## config.mk

```make
export PLATFORM = sky130hd
export DESIGN_NAME = scc_tone_mixer_flat
export DESIGN_NICKNAME = d
export VERILOG_FILES = /design/src/rtl/scc_pkg.sv /design/src/rtl/scc_tone_mixer_if.sv /design/src/rtl/scc_wave_mac.sv /design/src/rtl/scc_tone_mixer.sv /design/src/flat_wrapper.sv
export SDC_FILE = /design/constraint.sdc
export NUM_CORES = 1
export LEC_CHECK = 0
export BUFFER_PORTS_ARGS = -buffer_cell sky130_fd_sc_hd__buf_2
export CAP_MARGIN = 20
export CORE_MARGIN = 1.5
export CORE_UTILIZATION = 60
export CTS_BUF_LIST = sky130_fd_sc_hd__clkbuf_8
export DETAILED_ROUTE_END_ITERATION = 8
export PLACE_DENSITY = 0.81
export SYNTH_ARGS = -nofsm -noshare
export SYNTH_HDL_FRONTEND = slang
export SYNTH_SLANG_ARGS = --single-unit
```

## constraint.sdc

```tcl
create_clock -name clk -period 10.4 [get_ports clk]
set_clock_uncertainty 0.2 [all_clocks]
set_input_delay 0 -clock clk [delete_from_list [all_inputs] [get_ports clk]]
set_output_delay 0 -clock clk [all_outputs]
set_load 0.03 [all_outputs]
```

## src/rtl/scc_pkg.sv

```systemverilog
// scc_pkg: shared constants and types for the SCC tone mixer
package scc_pkg;
  localparam int CH_COUNT = 5;
  localparam int SLOT_COUNT = 6;
  localparam int FREQ_W = 12;
  localparam int PTR_W = 5;
  localparam int VOL_W = 4;
  localparam int SAMPLE_W = 8;
  localparam int PROD_W = 12;
  localparam int ACC_W = 15;
  localparam logic [FREQ_W-1:0] MIN_FREQ = FREQ_W'(9);
  typedef logic [2:0] slot_t;
  localparam slot_t LAST_SLOT = slot_t'(SLOT_COUNT - 1);
  localparam slot_t LAST_CH = slot_t'(CH_COUNT - 1);
endpackage

```

## src/rtl/scc_tone_mixer_if.sv

```systemverilog
// scc_tone_mixer_if: wave RAM read bus between the mixer and the sample memory
interface scc_tone_mixer_if;
  import scc_pkg::*;
  logic wave_re;
  slot_t wave_id;
  logic [PTR_W-1:0] wave_a;
  logic signed [SAMPLE_W-1:0] wave_q;
  modport master (output wave_re, wave_id, wave_a, input wave_q);
  modport slave (input wave_re, wave_id, wave_a, output wave_q);
endinterface

```

## src/rtl/scc_wave_mac.sv

```systemverilog
// scc_wave_mac: scales each wave sample by its volume and sums one round into a mixed sample
module scc_wave_mac
  import scc_pkg::*;
(
  input logic clk,
  input logic reset,
  input logic issue,
  input logic last,
  input logic [VOL_W-1:0] vol,
  input logic en,
  input logic signed [SAMPLE_W-1:0] sample,
  output logic signed [ACC_W-1:0] sound_out,
  output logic sound_valid
);
  logic v1, last1, en1;
  logic [VOL_W-1:0] vol1;
  logic signed [PROD_W-1:0] product;
  logic signed [ACC_W-1:0] acc, sum;
  always_comb begin
    product = en1 ? PROD_W'(sample) * $signed(PROD_W'(vol1)) : '0;
    sum = acc + ACC_W'(product);
  end
  // volume/enable ride one stage behind the read so they meet the returning sample
  always_ff @(posedge clk)
    if (reset) begin
      v1 <= 1'b0;
      last1 <= 1'b0;
      en1 <= 1'b0;
      vol1 <= '0;
      acc <= '0;
      sound_out <= '0;
      sound_valid <= 1'b0;
    end else begin
      v1 <= issue;
      last1 <= last;
      en1 <= en;
      vol1 <= vol;
      sound_valid <= v1 && last1;
      if (v1) acc <= last1 ? '0 : sum;
      if (v1 && last1) sound_out <= sum;
    end
endmodule

```

## src/rtl/scc_tone_mixer.sv

```systemverilog
// scc_tone_mixer: time-multiplexed 5-channel wavetable tone generator and mixer
module scc_tone_mixer
  import scc_pkg::*;
(
  input logic clk,
  input logic reset,
  output slot_t active,
  input logic [FREQ_W-1:0] reg_frequency_count0,
  input logic [VOL_W-1:0] reg_volume0,
  input logic reg_enable0,
  input logic [CH_COUNT-1:0] ch_reset,
  scc_tone_mixer_if.master wave,
  output logic signed [ACC_W-1:0] sound_out,
  output logic sound_valid
);
  logic [FREQ_W-1:0] cnt [CH_COUNT];
  logic [PTR_W-1:0] ptr [CH_COUNT];
  logic [CH_COUNT-1:0] pending;
  logic [VOL_W-1:0] vol0;
  logic en0, is_ch, restart, run, reload;
  slot_t sel;
  logic [FREQ_W-1:0] cnt_nx;
  logic [PTR_W-1:0] ptr_nx;
  // a restart request wins over the tone counter in the channel's own slot
  always_comb begin
    is_ch = active != LAST_SLOT;
    sel = is_ch ? active : '0;
    restart = pending[sel] | ch_reset[sel];
    run = reg_frequency_count0 >= MIN_FREQ;
    reload = run && cnt[sel] == '0;
    cnt_nx = restart || reload ? reg_frequency_count0 : run ? cnt[sel] - 1'b1 : cnt[sel];
    ptr_nx = restart ? '0 : reload ? ptr[sel] + 1'b1 : ptr[sel];
  end
  always_ff @(posedge clk)
    if (reset) begin
      active <= '0;
      pending <= '0;
      for (int i = 0; i < CH_COUNT; i++) begin
        cnt[i] <= '0;
        ptr[i] <= '0;
      end
      wave.wave_re <= 1'b0;
      wave.wave_id <= '0;
      wave.wave_a <= '0;
      vol0 <= '0;
      en0 <= 1'b0;
    end else begin
      active <= is_ch ? active + 1'b1 : '0;
      pending <= (pending | ch_reset) & ~(CH_COUNT'(is_ch) << sel);
      wave.wave_re <= is_ch;
      if (is_ch) begin
        cnt[sel] <= cnt_nx;
        ptr[sel] <= ptr_nx;
        wave.wave_id <= sel;
        wave.wave_a <= ptr_nx;
        vol0 <= reg_volume0;
        en0 <= reg_enable0;
      end
    end
  scc_wave_mac mac (
    .clk(clk),
    .reset(reset),
    .issue(wave.wave_re),
    .last(wave.wave_id == LAST_CH),
    .vol(vol0),
    .en(en0),
    .sample(wave.wave_q),
    .sound_out(sound_out),
    .sound_valid(sound_valid)
  );
endmodule

```

## src/flat_wrapper.sv

```systemverilog
// flat-port wrapper written by rule: the top's interface ports become plain ports
module scc_tone_mixer_flat import scc_pkg::*;
  (clk, reset, active, reg_frequency_count0, reg_volume0, reg_enable0, ch_reset, sound_out, sound_valid, wave_wave_re, wave_wave_id, wave_wave_a, wave_wave_q);
  scc_tone_mixer_if wave_i ();
  input logic clk;
  input logic reset;
  output slot_t active;
  input logic [FREQ_W-1:0] reg_frequency_count0;
  input logic [VOL_W-1:0] reg_volume0;
  input logic reg_enable0;
  input logic [CH_COUNT-1:0] ch_reset;
  output logic signed [ACC_W-1:0] sound_out;
  output logic sound_valid;
  output wire logic [$bits(wave_i.wave_re)-1:0] wave_wave_re;
  output wire logic [$bits(wave_i.wave_id)-1:0] wave_wave_id;
  output wire logic [$bits(wave_i.wave_a)-1:0] wave_wave_a;
  input wire logic [$bits(wave_i.wave_q)-1:0] wave_wave_q;
  assign wave_wave_re = wave_i.wave_re;
  assign wave_wave_id = wave_i.wave_id;
  assign wave_wave_a = wave_i.wave_a;
  assign wave_i.wave_q = wave_wave_q;
  scc_tone_mixer u_core (.clk(clk), .reset(reset), .active(active), .reg_frequency_count0(reg_frequency_count0), .reg_volume0(reg_volume0), .reg_enable0(reg_enable0), .ch_reset(ch_reset), .wave(wave_i), .sound_out(sound_out), .sound_valid(sound_valid));
endmodule
```

==> reports/results.txt, run 1 <==
Worst R2R End = u_core.mac.acc[14]$_SDFFE_PP0P_
FFs w/ async S/R, synth = 0%
worst skew pair latency = 0.48 ns
GRT Overall Usage = 27.03%
Final min period = 5.978 ns
crit path DAT = 6.13 ns
Hold Path Depth = 5
routed via count = 7667
syn_nets = 1061
Syn. warnings = 0
FILL cells = 1276
Sw Ratio = 31.87%
# DRC = 0
WL/cell = 18.96 microns
WHS Endpoint = u_core.mac.sound_out[0]$_SDFFE_PP0P_
Pwr Density = 156.7 nW/um^2
Critical-path top delay cell = a311oi_1
Pleak = 0.004655 uW
Bufs on Longest Clock Path = 2
number of synthesized flops with an enable pin = 136
Die Footprint = 18440 sq um
area share of the largest cell type after synthesis = 38.60%
Final TNS setup = 0 ns
RePlAce Congestion = 0.9530
run status = completed
Reg power frac = 49.9%
post-synthesis cell count = 973
CP startpoint kind = flip-flop
pre-CTS setup slack = 4.426 ns
PortBufs = 59
largest net degree at the start of global routing = 66
worst min-delay path category = input port to flip-flop
CTS tree = built
nets@finish = 1126
CP max FO = 8
Site Rows = 48
Die H = 135.8 microns
Core Area = 17240 sq um
Worst slew margin = 26.46%
Synth area leaders = edfxtp_1 (39%), dfxtp_1 (11%), ha_1 (4.6%)
FF+latch count, synth = 196
actual slew at the worst max-slew pin = 1.103 ns
Final ANT Viol Nets = 0
cts repair resizes = 0
R2R setup slack = 4.42 ns
DRT Pass-1 Iters = 5
CP max stage delay = 0.55 ns
Clock H-tree levels = 4
initial DRC count = 622
fmax = 167.3 MHz
Core Util, Final = 67.63%
Detail Placement HPWL = 15.72 mm
synthesized cell area = 10580 sq um
share of cells above drive strength 1 = 15.03%
Die W = 135.8 microns
Max IR drop VDD = 116.1 uV
Pins Over Slew Limit = 0
Register-to-Register Path Depth = 24
Comb power frac = 22.9%
Worst Path Required = 10.55 ns
area leader, netlist = edfxtp_1
clock root cell = clkbuf_8
final worst slack = 4.422 ns
count of cell types in the netlist = 75
HP Start = wave_wave_q[0]
dpl cell area = 11000 sq um
Setup crit end kind = flip-flop
grt ovf = 0
post-CTS setup buffer count = 0
Setup CP Type = flip-flop to flip-flop
Internal = 1245 uW
clock tree sinks = 196
Layout area overhead = 10.19%
maxcap violations = 0
Via-to-Cell Ratio = 6.004
r2r startpoint = u_core.mac.vol1[3]$_SDFF_PP0_
setup-violating endpoint count in the final report = 0
Routed WL = 24.22 mm
finished layout cell area = 11660 sq um
CTS clk-pin slew, worst paths = 0.11 ns
Initial Util = 61.37%
Critical Path Most Common Cell = a21oi_1
critical path cell sequence = and2_1 -> ha_1 -> inv_1 -> fa_1 -> fa_1 -> inv_1 -> ha_1 -> a21o_1 -> a21oi_1 -> o21bai_1 -> a21oi_1 -> o21bai_1 -> a21oi_1 -> xnor2_1 -> and2_1 -> ha_1 -> a21o_1 -> a21o_1 -> a21oi_1 -> nor2_1 -> a311oi_1 -> nor3_1 -> a2111oi_0 -> o21ai_0
initial antenna violation count = 0
switching power total = 582.3 uW
Post-synth top flop = edfxtp_1
average size of a mapped cell = 10.87 sq um
total CTS buffers = 17
Clk pwr share = 27.2%
top-count cell post-synth = edfxtp_1
vias in the first global route = 7384
fin crit share = 57.48%
Hold Violations, Final = 0
global-route wire length before repair = 37.83 mm
RSZ-0062 raised after global routing = no
I/O pins = 60
Synth top cells by count = edfxtp_1 (136), nor2_1 (123), nand2_1 (67), dfxtp_1 (60), inv_1 (58)
register area share after synthesis = 49.96%
==> layout by cell type, fill, tap and decap left out, drive strengths merged, types with 5 or more instances in the layout <==
cell / n
a211oi: 15
clkinv: 7
ha: 39
nor2b: 23
a21o: 6
fa: 17
a22oi: 9
nand2: 67
o22ai: 14
a21oi: 45
nand3: 12
mux2i: 30
o21ai: 16
inv: 63
nor4: 8
xor2: 11
and2: 37
a32oi: 11
mux2: 19
clkbuf: 17
dfxtp: 60
dlygate4sd3: 23
o22a: 9
nor3: 40
xnor2: 26
buf: 73
a311oi: 5
nor2: 124
nand2b: 20
nand3b: 7
edfxtp: 136
==> registers in the layout, indices dropped and copies added, names as in the netlist, 3 cells and up <==
name,cells
u_core.vol0,4
u_core.mac.acc,15
u_core.cnt,96
u_core.wave.wave_a,5
u_core.ptr,40
u_core.active,3
u_core.mac.vol1,4
u_core.mac.sound_out,15
u_core.pending,5
u_core.wave.wave_id,3
==> through the flow <==
step,power (uW),hold slack [ns],cells
floorplan,1239,-0.07061,973
global placement,1319,0.03004,1220
detailed placement,1334,0.03626,1220
CTS,1823,0.01416,1275
global route,1897,0.04488,1276
finish,1827,0.02263,1277
==> worst max-delay path: cells and delay by family (launching register included) <==
family	cells	cell delay (ns)
AOI/OAI and AO/OA	12	2.62
adders and majority gates	5	1.99
and+or+nand+nor	4	0.49
DFF	1	0.38
buffers and inverters	2	0.09
xor gates and xnor gates	1	0.08
==> worst max path at each step <==
stage	from	to	slack, ns	cells after the start
6_report	u_core.mac.vol1[3]$_SDFF_PP0_	u_core.mac.acc[14]$_SDFFE_PP0P_	4.42	24
5_1_grt	u_core.mac.vol1[2]$_SDFF_PP0_	u_core.mac.acc[14]$_SDFFE_PP0P_	3.93	24
4_1_cts	u_core.mac.vol1[2]$_SDFF_PP0_	u_core.mac.acc[14]$_SDFFE_PP0P_	4.43	24
3_5_place_dp	u_core.mac.vol1[2]$_SDFF_PP0_	u_core.mac.acc[14]$_SDFFE_PP0P_	4.43	24
3_3_place_gp	u_core.mac.vol1[2]$_SDFF_PP0_	u_core.mac.acc[14]$_SDFFE_PP0P_	4.55	24
2_1_floorplan	u_core.mac.vol1[2]$_SDFF_PP0_	u_core.mac.acc[14]$_SDFFE_PP0P_	4.86	24
==> kinds of logic (layout without fill, tap and decap cells) <==
logic type,Yosys count,in the layout,share of synthesized area [%]
muxes,52,52,6.600
other,0,1,0
xor gates and xnor gates,37,37,3.347
AOI/OAI and AO/OA,165,165,11.02
buffers and inverters,108,186,4.613
and+or+nand+nor,359,359,16.63
DFF,196,196,49.96
adders and majority gates,56,56,7.830
==> cell type report <==
cell class	instances	area, sq um	area share, %
Multi-Input combinational cell	669	4826	41.40
Clock inverter	15	171.4	1.470
Sequential cell	196	5286	45.35
Inverter	58	217.7	1.868
Antenna cell	1	2.502	0.02147
Tap cell	225	281.5	2.415
Clock buffer	17	234.0	2.007
Timing Repair Buffer	96	638.1	5.474
==> layer usage <==
metal	track usage [%]	wire, microns	up-vias
met5	0	0	-
met4	10.81	710	0
met3	5.462	1932	62
met2	46.08	11880	338
met1	33.76	9689	3665
li1	-	-	3602
==> what timing repair did <==
action                                  in CTS  in global routing
endpoints found under the hold margin      138                  0
hold buffers                                23                  0
endpoints found under the setup margin       0                  0
==> power groups by stage <==
stage / clock [uW] / combinational, uW / sequential (uW)
2_1_floorplan: 0 / 307 / 932
3_3_place_gp: 0 / 392 / 927
3_5_place_dp: 0 / 405 / 929
4_1_cts: 499 / 413 / 911
5_1_grt: 530 / 451 / 916
6_report: 497 / 418 / 912
Note: power is estimated with default switching activity, not from simulation.
==> inputs of run 2 (changes only) <==
- CORE_UTILIZATION: 60 -> 57
- PLACE_DENSITY: 0.81 -> 0.8
- clock period: 10.4 -> 5.2 ns (I/O delays scaled with it)
==> run 2 against run 1 <==
  * The flow now finishes with violations (design-rule violations)
  * Count of clock-buffer cells in the layout stayed put
  * First-iteration DRC count is 18% higher
  * Non-clock buffer count is 33 higher
  * Final cell count is 2.8% higher
  * Critical path depth is 1 higher
  * Sequential power is 100% higher
  * Critical endpoint unchanged
  * Largest power group unchanged
==> reports/results.txt, run 2 (same netlist as run 1, synthesis figures left out) <==
Clock H-tree levels = 4 (unchanged)
Core Util, Final = 67.15% (-0.49 points)
Routed WL = 25.27 mm (+4.4%)
Site Rows = 49 (+2.1%)
diode count = 0 (-1)
actual slew at the worst max-slew pin = 1.085 ns (-0.01764 ns)
Layout area overhead = 14.80%
Hold Violations, Final = 0 (unchanged)
largest net degree at the start of global routing = 36 (-45%)
met2 WL = 12.46 mm (+4.8%)
biggest regs = u_core.cnt: 96 flops, u_core.ptr: 40 flops
worst skew pair latency = 0.49 ns (about the same)
Final ANT Viol Nets = 0 (unchanged)
initial DRC count = 733 (+18%)
clock tree sinks = 196 (unchanged)
setup-violating endpoint count in the final report = 0 (unchanged)
top sig layer = met4
Die H = 139.2 microns (+2.5%)
failing checks = design-rule violations
Die W = 139.2 microns (+2.5%)
Register-to-Register Path Depth = 25 (+4.2%)
Worst slew margin = 27.64% (+1.2 points)
Worst Path Required = 5.37 ns (-5.18 ns)
# DRC = 6 (+6)
Critical-path top delay cell = fa_1
total CTS buffers = 17 (unchanged)
Via-to-Cell Ratio = 5.964 (-0.66%)
RSZ-0062 raised after global routing = yes
Sw Ratio = 32.28% (+0.41 points)
fin crit share = 99.22% (+42 points)
Reg power frac = 49.0% (-0.9 points)
I/O pins = 60 (unchanged)
Pwr Density = 307.3 nW/um^2 (+96%)
met3 WL = 1.805 mm (-6.6%)
Detail Placement HPWL = 16.36 mm (+4.1%)
initial antenna violation count = 0 (unchanged)
Pleak = 0.004833 uW (+3.8%)
placed insts = 1244 (+2.0%)
Final min period = 5.160 ns (-0.8180 ns)
final worst slack = 0.04034 ns (-4.382 ns)
vias in the first global route = 7827 (+6.0%)
Largest Register = u_core.cnt
Pins Over Slew Limit = 0 (unchanged)
routed via count = 7831 (+2.1%)
dpl cell area = 11190 sq um (+1.7%)
PortBufs = 59 (unchanged)
CP max FO = 5 (-3)
crit path DAT = 5.33 ns (-0.80 ns)
Max IR drop VDD = 218.6 uV (+88%)
Worst R2R End = u_core.mac.acc[14]$_SDFFE_PP0P_
CP startpoint kind = flip-flop
Worst Setup EP = u_core.mac.acc[14]$_SDFFE_PP0P_
grt ovf = 0 (unchanged)
non-filler cells in the finished layout = 1313 (+2.8%)
commonest cells after routing, fill and taps aside = edfxtp_1 (136), nor2_1 (122), nand2_1 (67), buf_2 (59), dfxtp_1 (57)
share of cells above drive strength 1 = 20.57% (+5.5 points)
Clk pwr share = 27.4% (+0.2 points)
CTS clk-pin slew, worst paths = 0.10 ns (about the same)
WL/cell = 19.25 microns (+1.5%)
run status = complete, but fails checks
Core Area = 18090 sq um (+4.9%)
pre-CTS setup slack = -0.08132 ns (-4.508 ns)
max reg flops = 96 (unchanged)
CTS tree = built
nets@finish = 1159 (+2.9%)
GRT Overall Usage = 26.34% (-0.69 points)
fmax = 193.8 MHz (+16%)
CP max stage delay = 0.52 ns (-0.03 ns)
Setup crit end kind = flip-flop
Setup CP Type = flip-flop to flip-flop
Initial Util = 58.49% (-2.9 points)
Bufs on Longest Clock Path = 2 (unchanged)
Final TNS setup = 0 ns (unchanged)
routed length on met1 = 10.01 mm (+3.3%)
commonest non-fill, non-tap cell in the layout = edfxtp_1
HP Start = wave_wave_q[0]
RePlAce Congestion = 0.8671 (-9.0%)
R2R setup slack = 0.04 ns (-4.38 ns)
finished layout cell area = 12140 sq um (+4.2%)
Die Footprint = 19390 sq um (+5.1%)
global-route wire length before repair = 39.79 mm (+5.2%)
Crit. Startpoint = u_core.mac.vol1[2]$_SDFF_PP0_
clock root cell = clkbuf_8
maxcap violations = 0 (unchanged)
r2r startpoint = u_core.mac.vol1[2]$_SDFF_PP0_
DRT Pass-1 Iters = 7 (+2)
Comb power frac = 23.7% (+0.8 points)
Internal = 2527 uW (+100%)
worst min-delay path category = input port to flip-flop
switching power total = 1205 uW (+110%)
[run 2: cell count changes in the layout (fill, tap and decap cells not counted), sizes merged]
cell / delta
buf: +25
clkinv: -4
clkinvlp: -1
diode: -1
dlygate4sd3: +8
inv: +5
[run 2: routing by layer]
layer / vias up / global-route usage (%)
met4: 0 / 13.16
met1: 3774 / 32.62
met5: - / 0
li1: 3661 / -
met3: 83 / 4.474
met2: 313 / 44.72
[run 2: layout make-up]
class                           instances  area, sq um
Timing Repair Buffer                  129        922.1
Clock buffer                           17        234.0
Multi-Input combinational cell        669         5021
Tap cell                              229        286.5
Fill cell                            1301         5942
Clock inverter                         15        173.9
Inverter                               58        217.7
Sequential cell                       196         5289
[run 2: critical path: cells and delay by family, from the launching register on]
kind | cells | cell delay (ns)
compound gates | 12 | 1.98
xor+xnor | 1 | 0.14
fa+ha+maj | 5 | 1.62
buf+inv | 3 | 0.29
flops | 1 | 0.36
simple gates | 4 | 0.45
[run 2: power by group through the flow]
stage | clock, uW | sequential (uW) | combinational (uW)
after global routing | 1090 | 1840 | 955
after detailed placement | 0 | 1860 | 821
after floorplan | 0 | 1860 | 615
final | 1020 | 1830 | 883
after global placement | 0 | 1860 | 797
after CTS | 1030 | 1830 | 854
[run 2: metrics by stage]
step                power (uW)  hold WS (ns)
floorplan                 2480      -0.07061
global placement          2653       0.02892
detailed placement        2681       0.03627
CTS                       3712       0.03588
global route              3877       0.05399
finish                    3731       0.05212
[run 2: timing repair]
action / 4_1_cts / 5_1_grt
hold endpoints to repair: 125 / 0
endpoints found under the setup margin: 2 / 6
buffers inserted: 7 / 0
resized for setup: 12 / 26
hold buffers: 31 / 0
pin swaps: 18 / 33
[run 2: worst min path at each step]
stage | slack [ns] | end | cells after the start
finish | 0.05 | u_core.mac.sound_out[0]$_SDFFE_PP0P_ | 5
detailed placement | 0.04 | u_core.vol0[2]$_SDFFE_PP0N_ | 2
global placement | 0.03 | u_core.vol0[2]$_SDFFE_PP0N_ | 2
floorplan | -0.07 | u_core.pending[4]$_SDFF_PP0_ | 2
CTS | 0.04 | u_core.mac.sound_out[0]$_SDFFE_PP0P_ | 5
global route | 0.05 | u_core.mac.sound_out[0]$_SDFFE_PP0P_ | 5
==> inputs of run 3 (changes only) <==
- CORE_UTILIZATION: 57 -> 58
- CTS_CLUSTER_SIZE: not set -> 14
- PLACE_DENSITY: 0.8 -> 0.81
- SETUP_SLACK_MARGIN: not set -> 0.5
- SYNTH_HIERARCHICAL: not set -> 1
==> run 3 against run 2 <==
  * The run now ends clean
  * Routed wire length grew 2.4%
  * Combinational power shrank 7.5%
  * Utilization grew 0.23 points
  * Fmax grew 0.60%
  * Final area grew 1.0%
  * Count of clock-buffer cells in the layout is the same
  * Total power shrank 3.8%
  * Die area grew 1.1%
  * Critical path depth shrank 3
  * Area after synthesis grew 2.9%
  * Critical path type unchanged
  * Highest routed layer unchanged
==> reports/results.txt, run 3 <==
Die W = 140.0 microns (+0.52%)
R2R setup slack = 0.07 ns (+0.03 ns)
biggest regs = u_core/cnt: 96 flops, u_core/ptr: 40 flops
global-route wire length before repair = 40.31 mm (+1.3%)
Clock H-tree levels = 4 (unchanged)
FF+latch count, synth = 196 (unchanged)
largest net degree at the start of global routing = 69 (+92%)
commonest cells after routing, fill and taps aside = nor2_1 (137), edfxtp_1 (136), nand2_1 (69), buf_2 (59), dfxtp_1 (57)
Worst Path Required = 5.40 ns (+0.03 ns)
clock tree sinks = 196 (unchanged)
routed via count = 7995 (+2.1%)
I/O pins = 60 (unchanged)
Final Power = 3591 uW (-3.8%)
Via-to-Cell Ratio = 6.025 (+1.0%)
syn_nets = 1091 (+2.8%)
Worst R2R End = u_core/mac/acc[14]$_SDFFE_PP0P_
WL/cell = 19.50 microns (+1.3%)
PortBufs = 59 (unchanged)
Die Footprint = 19590 sq um (+1.1%)
Pwr Density = 292.7 nW/um^2 (-4.7%)
Setup crit end kind = flip-flop
# DRC = 0 (-6)
clock root cell = clkbuf_8
dpl cell area = 11320 sq um (+1.2%)
max reg flops = 96 (unchanged)
met2 WL = 13.38 mm (+7.4%)
Hold Path Depth = 5 (unchanged)
Detail Placement HPWL = 16.70 mm (+2.1%)
Syn. warnings = 6 (+6)
total CTS buffers = 17 (unchanged)
RePlAce Congestion = 0.8894 (+2.6%)
initial DRC count = 759 (+3.5%)
Pins Over Slew Limit = 0 (unchanged)
final worst slack = 0.07096 ns (+0.03062 ns)
area leader, netlist = edfxtp_1
Routed WL = 25.87 mm (+2.4%)
nets@finish = 1174 (+1.3%)
post-synthesis cell count = 1002 (+3.0%)
Setup CP Type = flip-flop to flip-flop
Register-to-Register Path Depth = 22 (-12%)
placed insts = 1257 (+1.0%)
FFs w/ async S/R, synth = 0% (unchanged)
top sig layer = met4
count of cell types in the netlist = 88 (+17%)
FF+latch area = 5296 sq um (+0.14%)
Core Area = 18210 sq um (+0.68%)
worst skew pair latency = 0.47 ns (-0.02 ns)
commonest non-fill, non-tap cell in the layout = nor2_1
routed length on met1 = 10.30 mm (+2.9%)
non-filler cells in the finished layout = 1327 (+1.1%)
Hold Violations, Final = 0 (unchanged)
fin crit share = 98.64% (-0.59 points)
fmax = 195.0 MHz (+0.60%)
Synth top cells by count = nor2_1 (137), edfxtp_1 (136), nand2_1 (69), dfxtp_1 (60), inv_1 (57)
HP Start = wave_wave_q[0]
CP startpoint kind = flip-flop
CTS tree = built
pre-CTS setup slack = -0.03325 ns (+0.04808 ns)
average size of a mapped cell = 10.86 sq um (-0.13%)
Final ANT Viol Nets = 0 (unchanged)
run status = completed
Worst slew margin = 25.34% (-2.3 points)
diode count = 0 (unchanged)
Die H = 140.0 microns (+0.52%)
Bufs on Longest Clock Path = 2 (unchanged)
top-count cell post-synth = nor2_1
WHS Endpoint = u_core/mac/sound_out[0]$_SDFFE_PP0P_
worst min-delay path category = input port to flip-flop
share of cells above drive strength 1 = 20.40% (-0.17 points)
vias in the first global route = 7898 (+0.91%)
Pleak = 0.004892 uW (+1.2%)
Max IR drop VDD = 187.9 uV (-14%)
Site Rows = 49 (unchanged)
initial antenna violation count = 0 (unchanged)
Initial Util = 59.75% (+1.3 points)
FILL cells = 1383 (+6.3%)
register area share after synthesis = 48.57% (-1.4 points)
setup-violating endpoint count in the final report = 0 (unchanged)
RSZ-0062 raised after global routing = yes
Layout area overhead = 12.76%
number of synthesized flops with an enable pin = 136 (unchanged)
crit path DAT = 5.33 ns (about the same)
CTS clk-pin slew, worst paths = 0.10 ns (about the same)
synthesized cell area = 10880 sq um (+2.9%)
Final min period = 5.129 ns (-0.03062 ns)
Core Util, Final = 67.38% (+0.23 points)
grt ovf = 0 (unchanged)
maxcap violations = 0 (unchanged)
Synth area leaders = edfxtp_1 (38%), dfxtp_1 (11%), nor2_1 (4.7%)
area share of the largest cell type after synthesis = 37.53% (-1.1 points)
GRT Overall Usage = 26.62% (+0.28 points)
DRT Pass-1 Iters = 5 (-2)
actual slew at the worst max-slew pin = 1.120 ns (+0.03451 ns)
CP max FO = 8 (+3)
Post-synth top flop = edfxtp_1
met3 WL = 1.655 mm (-8.3%)
finished layout cell area = 12270 sq um (+1.0%)
Largest Register = u_core/cnt
r2r startpoint = u_core/mac/vol1[3]$_SDFF_PP0_
multi-input logic area = 5268 sq um (+4.9%)
Crit. Startpoint = u_core/mac/vol1[3]$_SDFF_PP0_
## run 3: cell types whose count changed in the layout (fill, tap and decap cells not counted), moves of 6 or more
cell / before / now
nor2_1: 122 / 137
o22ai_1: 13 / 24
a32oi_1: 11 / 0
a21oi_1: 37 / 46
and2_1: 32 / 23
mux2i_1: 20 / 40
o22a_1: 9 / 0
a211oi_1: 15 / 9
buf_4: 37 / 22
nor3_1: 36 / 15
## run 3: cell families after synthesis
kind of cell,count (synthesis),synth area share (%)
and+or+nand+nor,361,16.55
DFF,196,48.57
adders and majority gates,57,7.728
xor gates and xnor gates,34,3.070
muxes,74,8.866
AOI/OAI and AO/OA,171,10.35
buffers and inverters,109,4.864
## run 3: power by group
group	total, uW	switching (uW)	internal, uW
Sequential	1810	36.9	1780
Combinational	817	509	307
Clock	962	570	392
## run 3: per-stage QoR
step                      TNS (ns)  hold slack, ns
after CTS                        0         0.02957
after global routing       -0.1539         0.05150
after detailed placement  -0.03325         0.05899
after floorplan                  0        -0.06003
final                            0         0.05414
after global placement           0         0.05193
## run 3: critical path, stage by stage, from the launching register on
cell and delay, ns:
dfxtp_4 0.38, and2_4 0.15, ha_4 0.26, inv_2 0.03, fa_1 0.44, fa_1 0.53
inv_2 0.05, ha_4 0.28, nand3_2 0.05, o211ai_1 0.28, o21ai_1 0.11, nand2b_1 0.10
a21oi_2 0.06, xor2_1 0.15, nor2_1 0.06, ha_1 0.37, nand2_4 0.06, a211oi_2 0.18
o21ai_1 0.11, a211o_1 0.31, or4_4 0.43, a211o_1 0.30, a31oi_1 0.14
## run 3: per-layer routing
layer	GRT usage, %	up-vias
met5	0	-
met4	8.809	0
met3	4.547	45
met2	47.45	317
met1	32.99	3908
li1	-	3725
## run 3: cell type report
type / instances / share of cell area, %
Inverter: 59 / 1.805
Tap cell: 229 / 2.335
Timing Repair Buffer: 114 / 6.567
Sequential cell: 196 / 43.17
Multi-Input combinational cell: 697 / 42.93
Clock inverter: 15 / 1.285
Clock buffer: 17 / 1.907
## run 3: worst max path at each step
stage / endpoint / slack (ns) / cells after the start
CTS: u_core/mac/acc[14]$_SDFFE_PP0P_ / 0.11 / 22
finish: u_core/mac/acc[14]$_SDFFE_PP0P_ / 0.07 / 22
floorplan: u_core/mac/acc[14]$_SDFFE_PP0P_ / 0.29 / 22
global route: u_core/mac/acc[14]$_SDFFE_PP0P_ / -0.15 / 22
detailed placement: u_core/mac/acc[14]$_SDFFE_PP0P_ / -0.03 / 22
global placement: u_core/mac/acc[14]$_SDFFE_PP0P_ / 0.09 / 20
## run 3: timing repair
item | 4_1_cts | 5_1_grt
hold endpoints to repair | 137 | 0
hold buffers | 27 | 0
buffers inserted | 5 | 4
endpoints found under the setup margin | 8 | 60
gates resized for setup | 14 | 35
pin swaps | 6 | 21
